$ cat src/rtl/xcorr_peak_detect.sv
// Peak tracker for the cross-correlation stream: finds the maximum word of each
// OUTPUT_LEN-lag frame and hands {value, lag} to the host via valid/ready.
// Define XCORR_PEAK_ABS_EN to rank words by magnitude instead of signed value.
module xcorr_peak_detect #(
  parameter int DATA_WIDTH = 16,
  parameter int OUTPUT_LEN = 4,
  parameter int LAG_WIDTH  = 14
) (
  input  logic                    clk,
  input  logic                    reset_n,
  input  logic                    corr_valid,
  input  logic [2*DATA_WIDTH-1:0] corr_in,
  input  logic                    clear,
  output logic                    peak_valid,
  input  logic                    peak_ready,
  output logic [2*DATA_WIDTH-1:0] peak_value,
  output logic [LAG_WIDTH-1:0]    peak_lag,
  output logic                    overrun
);

  localparam int CW = 2*DATA_WIDTH;
  localparam logic [LAG_WIDTH-1:0] LAST_LAG = LAG_WIDTH'(OUTPUT_LEN-1);

  typedef enum logic [1:0] {IDLE, ACCUM, REPORT} state_t;

  state_t               state;
  logic [LAG_WIDTH-1:0] cnt;
  logic                 better;

  // Map a word to an unsigned ranking key so one unsigned compare serves both modes.
  function automatic logic [CW-1:0] rank_key(input logic [CW-1:0] w);
`ifdef XCORR_PEAK_ABS_EN
    // Two's-complement negate; the most-negative word lands on 2^(CW-1) unsigned.
    return w[CW-1] ? CW'(~w + 1'b1) : w;
`else
    // Offset-binary: flipping the sign bit makes unsigned order match signed order.
    return {~w[CW-1], w[CW-2:0]};
`endif
  endfunction

  assign better = rank_key(corr_in) > rank_key(peak_value);

  always_ff @(posedge clk or negedge reset_n) begin
    if (!reset_n) begin
      state      <= IDLE;
      cnt        <= '0;
      peak_valid <= 1'b0;
      peak_value <= '0;
      peak_lag   <= '0;
      overrun    <= 1'b0;
    end else if (clear) begin
      state      <= IDLE;
      cnt        <= '0;
      peak_valid <= 1'b0;
      peak_value <= '0;
      peak_lag   <= '0;
      overrun    <= 1'b0;
    end else begin
      case (state)
        IDLE: begin
          if (corr_valid) begin
            peak_value <= corr_in;
            peak_lag   <= '0;
            cnt        <= LAG_WIDTH'(1);
            if (OUTPUT_LEN == 1) begin
              state      <= REPORT;
              peak_valid <= 1'b1;
            end else begin
              state <= ACCUM;
            end
          end
        end
        ACCUM: begin
          if (corr_valid) begin
            // Strictly greater only, so ties keep the earliest lag.
            if (better) begin
              peak_value <= corr_in;
              peak_lag   <= cnt;
            end
            if (cnt == LAST_LAG) begin
              state      <= REPORT;
              peak_valid <= 1'b1;
            end else begin
              cnt <= cnt + 1'b1;
            end
          end
        end
        REPORT: begin
          // Result still pending, including the handshake cycle itself.
          if (corr_valid) overrun <= 1'b1;
          if (peak_ready) begin
            state      <= IDLE;
            peak_valid <= 1'b0;
            cnt        <= '0;
          end
        end
        default: begin
          state      <= IDLE;
          peak_valid <= 1'b0;
          cnt        <= '0;
        end
      endcase
    end
  end

endmodule

$ cat config.mk
export PLATFORM = sky130hd
export DESIGN_NAME = xcorr_peak_detect
export DESIGN_NICKNAME = d
export VERILOG_FILES = /design/src/rtl/xcorr_peak_detect.sv
export SDC_FILE = /design/constraint.sdc
export NUM_CORES = 1
export LEC_CHECK = 0
export ABC_CLOCK_PERIOD_IN_PS = 3200
export CAP_MARGIN = 20
export CORE_AREA = 2 2 141 74
export DETAILED_ROUTE_END_ITERATION = 10
export DIE_AREA = 0 0 143 76
export MAX_ROUTING_LAYER = met4
export PLACE_DENSITY = 0.65
export REMOVE_ABC_BUFFERS = 1
export SYNTH_ARGS = -nofsm -noshare
export SYNTH_HDL_FRONTEND = slang
export SYNTH_SLANG_ARGS = --single-unit
$ cat constraint.sdc
create_clock -name clk -period 3.2 [get_ports clk]
set_clock_uncertainty 0.2 [all_clocks]
set_input_delay 0.64 -clock clk [delete_from_list [all_inputs] [get_ports clk]]
set_output_delay 0.64 -clock clk [all_outputs]
set_load 0.005 [all_outputs]
==> results of run 1 <==
==> cells in the mapped netlist, types with 2 or more instances <==
master	n	area (um^2)
or2_2	2	12.51
nor2b_1	2	12.51
dfrtp_1	64	1602
ha_1	33	412.9
nand2b_1	31	193.9
a31oi_1	3	18.77
nor4_1	3	18.77
nand2_1	28	105.1
nand3_1	8	40.04
mux2_2	2	22.52
o311a_1	2	20.02
xnor2_1	7	61.31
a211oi_1	2	15.01
buf_8	4	60.06
o21ai_0	10	50.05
or3_1	5	31.28
inv_1	52	195.2
nor2_1	19	71.32
a21boi_0	2	15.01
nor3_1	10	50.05
nand4_1	11	68.82
o211ai_1	3	22.52
mux2i_1	44	440.4
clkbuf_1	6	22.52
a21oi_1	18	90.09
o21a_1	3	22.52
==> worst max path at each step <==
stage / start / end / slack [ns] / depth (start not counted)
final: corr_in[1] / peak_lag[5]$_DFFE_PN0P_ / 0.21 / 10
after global routing: corr_in[31] / peak_lag[5]$_DFFE_PN0P_ / 0.01 / 11
after CTS: corr_in[31] / peak_lag[0]$_DFFE_PN0P_ / 0.20 / 11
after detailed placement: corr_in[31] / peak_lag[0]$_DFFE_PN0P_ / -0.14 / 11
after global placement: corr_in[31] / peak_lag[9]$_DFFE_PN0P_ / -0.1 / 11
after floorplan: corr_in[1] / peak_value[0]$_DFFE_PN0P_ / -4.17 / 7
==> state kept, by name (all words and copies together), names as in the netlist <==
signal	flops
peak_value	32
state	2
cnt	14
overrun	1
peak_valid	1
peak_lag	14
==> critical path, cell delays in order <==
cell and delay (ns):
clkdlybuf4s50_1 0.44, ha_1 0.32, nor2b_1 0.13, o211ai_1 0.19
a21oi_1 0.12, o311a_1 0.36, o31ai_4 0.25, buf_4 0.21
buf_12 0.16, mux2i_1 0.20
==> logic make-up after synthesis <==
kind of cell             synth area share [%]
adder cells (fa/ha/maj)                 10.92
flip-flops                              42.34
buffers and inverters                   7.807
AND/OR/NAND/NOR                         16.90
XOR/XNOR                                1.853
AO/OA/AOI/OAI                           7.939
multiplexers                            12.24
==> metal layers <==
metal  GRT usage [%]  part of all wire, %
met2           26.70                   40
met5               -                    0
met3           4.714                  4.8
met4           5.842                  1.5
met1           29.14                   54
==> report_power, final <==
part | leakage (nW) | switching, mW | internal, mW
Combinational | 1.21 | 0.218 | 0.252
Sequential | 0.856 | 0.0349 | 0.857
Clock | 0.140 | 0.349 | 0.599
Total | 2.21 | 0.602 | 1.71
==> layout make-up <==
class / count / share of cell area [%]
clock buffer: 12 / 4.604
clock inverter: 4 / 0.8770
inverter: 52 / 3.800
multi-input combinational: 258 / 36.98
sequential: 64 / 31.18
tap: 140 / 3.410
timing repair buffer: 97 / 19.15
==> reports/results.tsv, run 1 <==
stage	metric	value	unit
setup_path	FF-to-FF Start	peak_value[1]$_DFFE_PN0P_	
route	DRT iter0 DRCs	169	
power	Worst IR Drop VDD	0.2400	mV
final_layout	Final Core Density	52.45	%
die	Initial Util	38.63	%
timing	Tcrit/Tclk final	93.34	%
timing	worst-margin pin slew	0.8657	ns
final_layout	# diodes	0	
timing	final hold viol count	0	
final_layout	layout cells sized above 1	7.187	%
die	die height	76	um
setup_path	r2r setup slk	0.56	ns
clocking	htree depth	3	
timing	Final min period	2.987	ns
route	post-route ant nets	0	
synthesis	synthesized area per cell	9.774	um^2
route	drt first pass iters	4	
synthesis	post-synthesis register bit count	64	
synthesis	Post-synth EDFFs	0	
clocking	post-cts hold buffer count	0	
run	Max-cap violations	0	
timing	Worst Hold Margin	0.1409	ns
clocking	postcts setup bufs	0	
timing	slew margin rel.	42.07	%
die	Die Wd	143	um
final_layout	synth-to-layout area growth	35.79	%
grt	total congestion overflow	0	
timing	setup slack after layout	0.2130	ns
grt	initial antenna violation count	0	
final_layout	Final nets	552	
timing	setup TNS	0	ns
final_layout	Finished Cell Area	5136	um^2
route	Vias	3037	
final_layout	Final Non-Filler Cells	627	
place	dpl ws	-0.1445	ns
synthesis	Mapped Area	3782	um^2
final_layout	Register Area	1602	um^2
synthesis	register area share after synthesis	42.34	%
setup_path	CP Launch Type	primary input	
die	core area	9792	um^2
synthesis	Yosys warnings	0	
route	Via density	4.844	
status	outcome	finished clean	
place	# port buffers	84	
route	drt drc	0	
clocking	# resized after CTS	0	
timing	Final Max Slew Viols	0	
final_layout	most common cell after layout, fill and taps aside	clkdlybuf4s50_1	
grt	largest net degree at the start of global routing	41	
clocking	Clk Latency, worst-skew pair	0.33	ns
synthesis	asr flop ratio synth	100.0	%
die	Top-Level Pins	85	
timing	RSZ-0062 raised after global routing	no	
clocking	Inserted Clock Buffers	9	
place	Detailed Place HPWL	7177	um
route	routed wire length	9587	um
synthesis	Synth cell types	39	
place	Cells after DPL	611	
grt	first-pass GRT wire length	16150	um
grt	vias in the first global route	3138	
hold_path	Hold Path Class	primary input to async pin	
timing	maximum clock rate	334.8	MHz
clocking	CTS tree	done	
clocking	CTS root buf	clkbuf_16	
final_layout	fill cell count	887	
place	placed inst area	4855	um^2
setup_path	RR Endpoint	peak_lag[5]$_DFFE_PN0P_	
setup_path	Worst setup EP type	flop	
setup_path	required time of the critical path	3.25	ns
synthesis	Primary FF master, synth	dfrtp_1	
die	# rows	26	
setup_path	Max FO, Critical Path	11	
power	LEAKAGE	2.208	nW
clocking	Worst-path clk slew	0.05	ns
setup_path	Crit Path Class	primary input to flop	
timing	# setup viols final	0	
die	die area	10870	um^2
power	Design Power	2.311	mW
grt	total track usage	19.74	%
final_layout	most frequent cells in the layout	clkdlybuf4s50_1, dfrtp_1, inv_1, mux2i_1, ha_1	
power	power density cells	449.9	nW/um^2
final_layout	area of the multi-input gates	1899	um^2
clocking	total clock sinks	64	
setup_path	R2R cell count	10	
synthesis	Syn Inst Count	387	
clocking	clock buffer depth	2	
route	Avg WL per Cell	15.29	um
place	gpl congestion	0.8235	
setup_path	WP data arrival	3.03	ns
No activity file was read; power rests on OpenSTA's default activity.
==> run 2, diff against run 1 <==
- REMOVE_ABC_BUFFERS: 1 -> default
==> reports/results.tsv, run 2 (synthesized netlist as in run 1, its figures left out) <==
stage	metric	value	unit
status	outcome	finished clean	
place	Detailed Place HPWL	7381	um
setup_path	CP Launch Type	primary input	
place	# port buffers	84	
power	switching share of power	25.74	%
clocking	total clock sinks	64	
timing	setup TNS	0	ns
power	sequential share of power	37.8	%
die	die area	10870	um^2
final_layout	# diodes	0	
clocking	htree depth	3	
final_layout	Top reg by flops	peak_value	
timing	Final Max Slew Viols	0	
route	routed wire length	9707	um
route	Via density	4.846	
timing	Tcrit/Tclk final	95.97	%
final_layout	layout cells sized above 1	7.959	%
route	DRT iter0 DRCs	173	
die	Die Wd	143	um
timing	worst-margin pin slew	0.9126	ns
setup_path	FF-to-FF Start	peak_value[25]$_DFFE_PN0P_	
setup_path	Slowest cell on crit path	clkdlybuf4s50_1	
final_layout	biggest regs	peak_value x32, cnt x14, peak_lag x14	
grt	total congestion overflow	0	
clocking	postcts setup bufs	0	
route	Avg WL per Cell	15.41	um
route	drt drc	0	
setup_path	CP Cell Sequence	clkdlybuf4s50_1 > ha_1 > a21oi_1 > nor2_1 > a211oi_1 > buf_4 > o211ai_1 > o31ai_4 > buf_6 > mux2_2	
grt	total track usage	19.55	%
route	Vias	3053	
power	Worst IR Drop VDD	0.2400	mV
route	post-route ant nets	0	
final_layout	most common cell after layout, fill and taps aside	clkdlybuf4s50_1	
die	# rows	26	
setup_path	R2R cell count	10	
clocking	Clk Latency, worst-skew pair	0.33	ns
setup_path	CP peak stage delay	0.44	ns
setup_path	Crit Path Class	primary input to flop	
clocking	Worst-path clk slew	0.05	ns
timing	maximum clock rate	325.6	MHz
timing	slew margin rel.	38.93	%
final_layout	synth-to-layout area growth	36.19	%
place	gpl congestion	0.8592	
run	Max-cap violations	0	
grt	initial antenna violation count	0	
power	LEAKAGE	2.224	nW
synthesis	net count after synthesis	457	
clocking	CTS root buf	clkbuf_16	
power	power density cells	457.9	nW/um^2
power	clock power share	42.2	%
grt	first-pass GRT wire length	15960	um
timing	final hold viol count	0	
power	Design Power	2.359	mW
timing	RSZ-0062 raised after global routing	no	
clocking	post-cts hold buffer count	0	
setup_path	Worst setup EP type	flop	
power	Pint	1.752	mW
power	NetSw	0.6072	mW
hold_path	Hold Path Class	primary input to async pin	
setup_path	required time of the critical path	3.22	ns
setup_path	WP data arrival	3.09	ns
final_layout	most frequent cells in the layout	clkdlybuf4s50_1, dfrtp_1, inv_1, mux2i_1, ha_1	
die	Top-Level Pins	85	
final_layout	Final nets	555	
setup_path	critical path startpoint	corr_in[25]	
grt	vias in the first global route	3187	
timing	Final min period	3.071	ns
setup_path	Max FO, Critical Path	10	
clocking	clock buffer depth	2	
die	die height	76	um
final_layout	max reg flops	32	
grt	largest net degree at the start of global routing	40	
clocking	CTS tree	done	
timing	# setup viols final	0	
die	Initial Util	38.63	%
clocking	Inserted Clock Buffers	9	
die	core area	9792	um^2
route	drt first pass iters	4	
power	Logic pwr share	20.0	%
## run 2: cell count changes in the layout (fill, tap and decap cells not counted), sizes merged
cell    change
buf         +3
clkbuf      +1
clkinv      -1
## run 2: layout make-up
type | instances | area, um^2
Fill cell | 875 | 4641
Inverter | 52 | 195.2
Clock buffer | 13 | 260.3
Sequential cell | 64 | 1602
Multi-Input combinational cell | 258 | 1899
Tap cell | 140 | 175.2
Clock inverter | 3 | 40.04
Timing Repair Buffer | 100 | 979.7
## run 2: worst paths after layout
path | endpoint | slack [ns]
max | peak_value[0]$_DFFE_PN0P_ | 0.13
min | peak_value[5]$_DFFE_PN0P_ | 0.03
max reg2reg | peak_value[0]$_DFFE_PN0P_ | 0.50
min reg2reg | peak_lag[5]$_DFFE_PN0P_ | 0.32
max in group asynchronous | cnt[7]$_DFFE_PN0P_ | 2.05
min in group clk | peak_lag[5]$_DFFE_PN0P_ | 0.32
## run 2: repair_timing
item | 4_1_cts | 5_1_grt
endpoints found under the hold margin | 0 | 0
endpoints found under the setup margin | 0 | 8
gates resized for setup | 0 | 3
## run 2: power groups by stage
stage          Clock [mW]  Combinational [mW]  Sequential (mW)
3_3_place_gp            0               0.459            0.904
5_1_grt              1.06               0.523            0.898
3_5_place_dp            0               0.469            0.905
2_1_floorplan           0               0.236            0.901
6_report            0.996               0.471            0.892
4_1_cts              1.02               0.472            0.892
## run 2: per-layer routing
layer | GRT usage, % | routed length (um)
met1 | 28.25 | 4971
met2 | 26.12 | 4083
met3 | 6.285 | 517
met4 | 5.347 | 134
met5 | - | 0
## run 2: stage by stage
step,util (%),cell area (um^2),hold slack (ns),instances,setup slack (ns)
after global routing,52.61,5151,0.05783,630,0.01517
after CTS,52.49,5140,0.04452,630,0.01183
after global placement,49.43,4840,0.2937,614,-0.1883
after detailed placement,49.43,4840,0.3102,614,-0.3212
after floorplan,-,3782,0.1444,387,0.5415
final,52.61,5151,0.02973,630,0.1290
## run 2: critical path, delay by kind of cell
| kind | cells | cell delay (ns) |
|---|---|---|
| buffers and inverters | 3 | 0.83 |
| adders and majority gates | 1 | 0.33 |
| muxes | 1 | 0.35 |
| and+or+nand+nor | 1 | 0.05 |
| AOI/OAI and AO/OA | 4 | 0.90 |
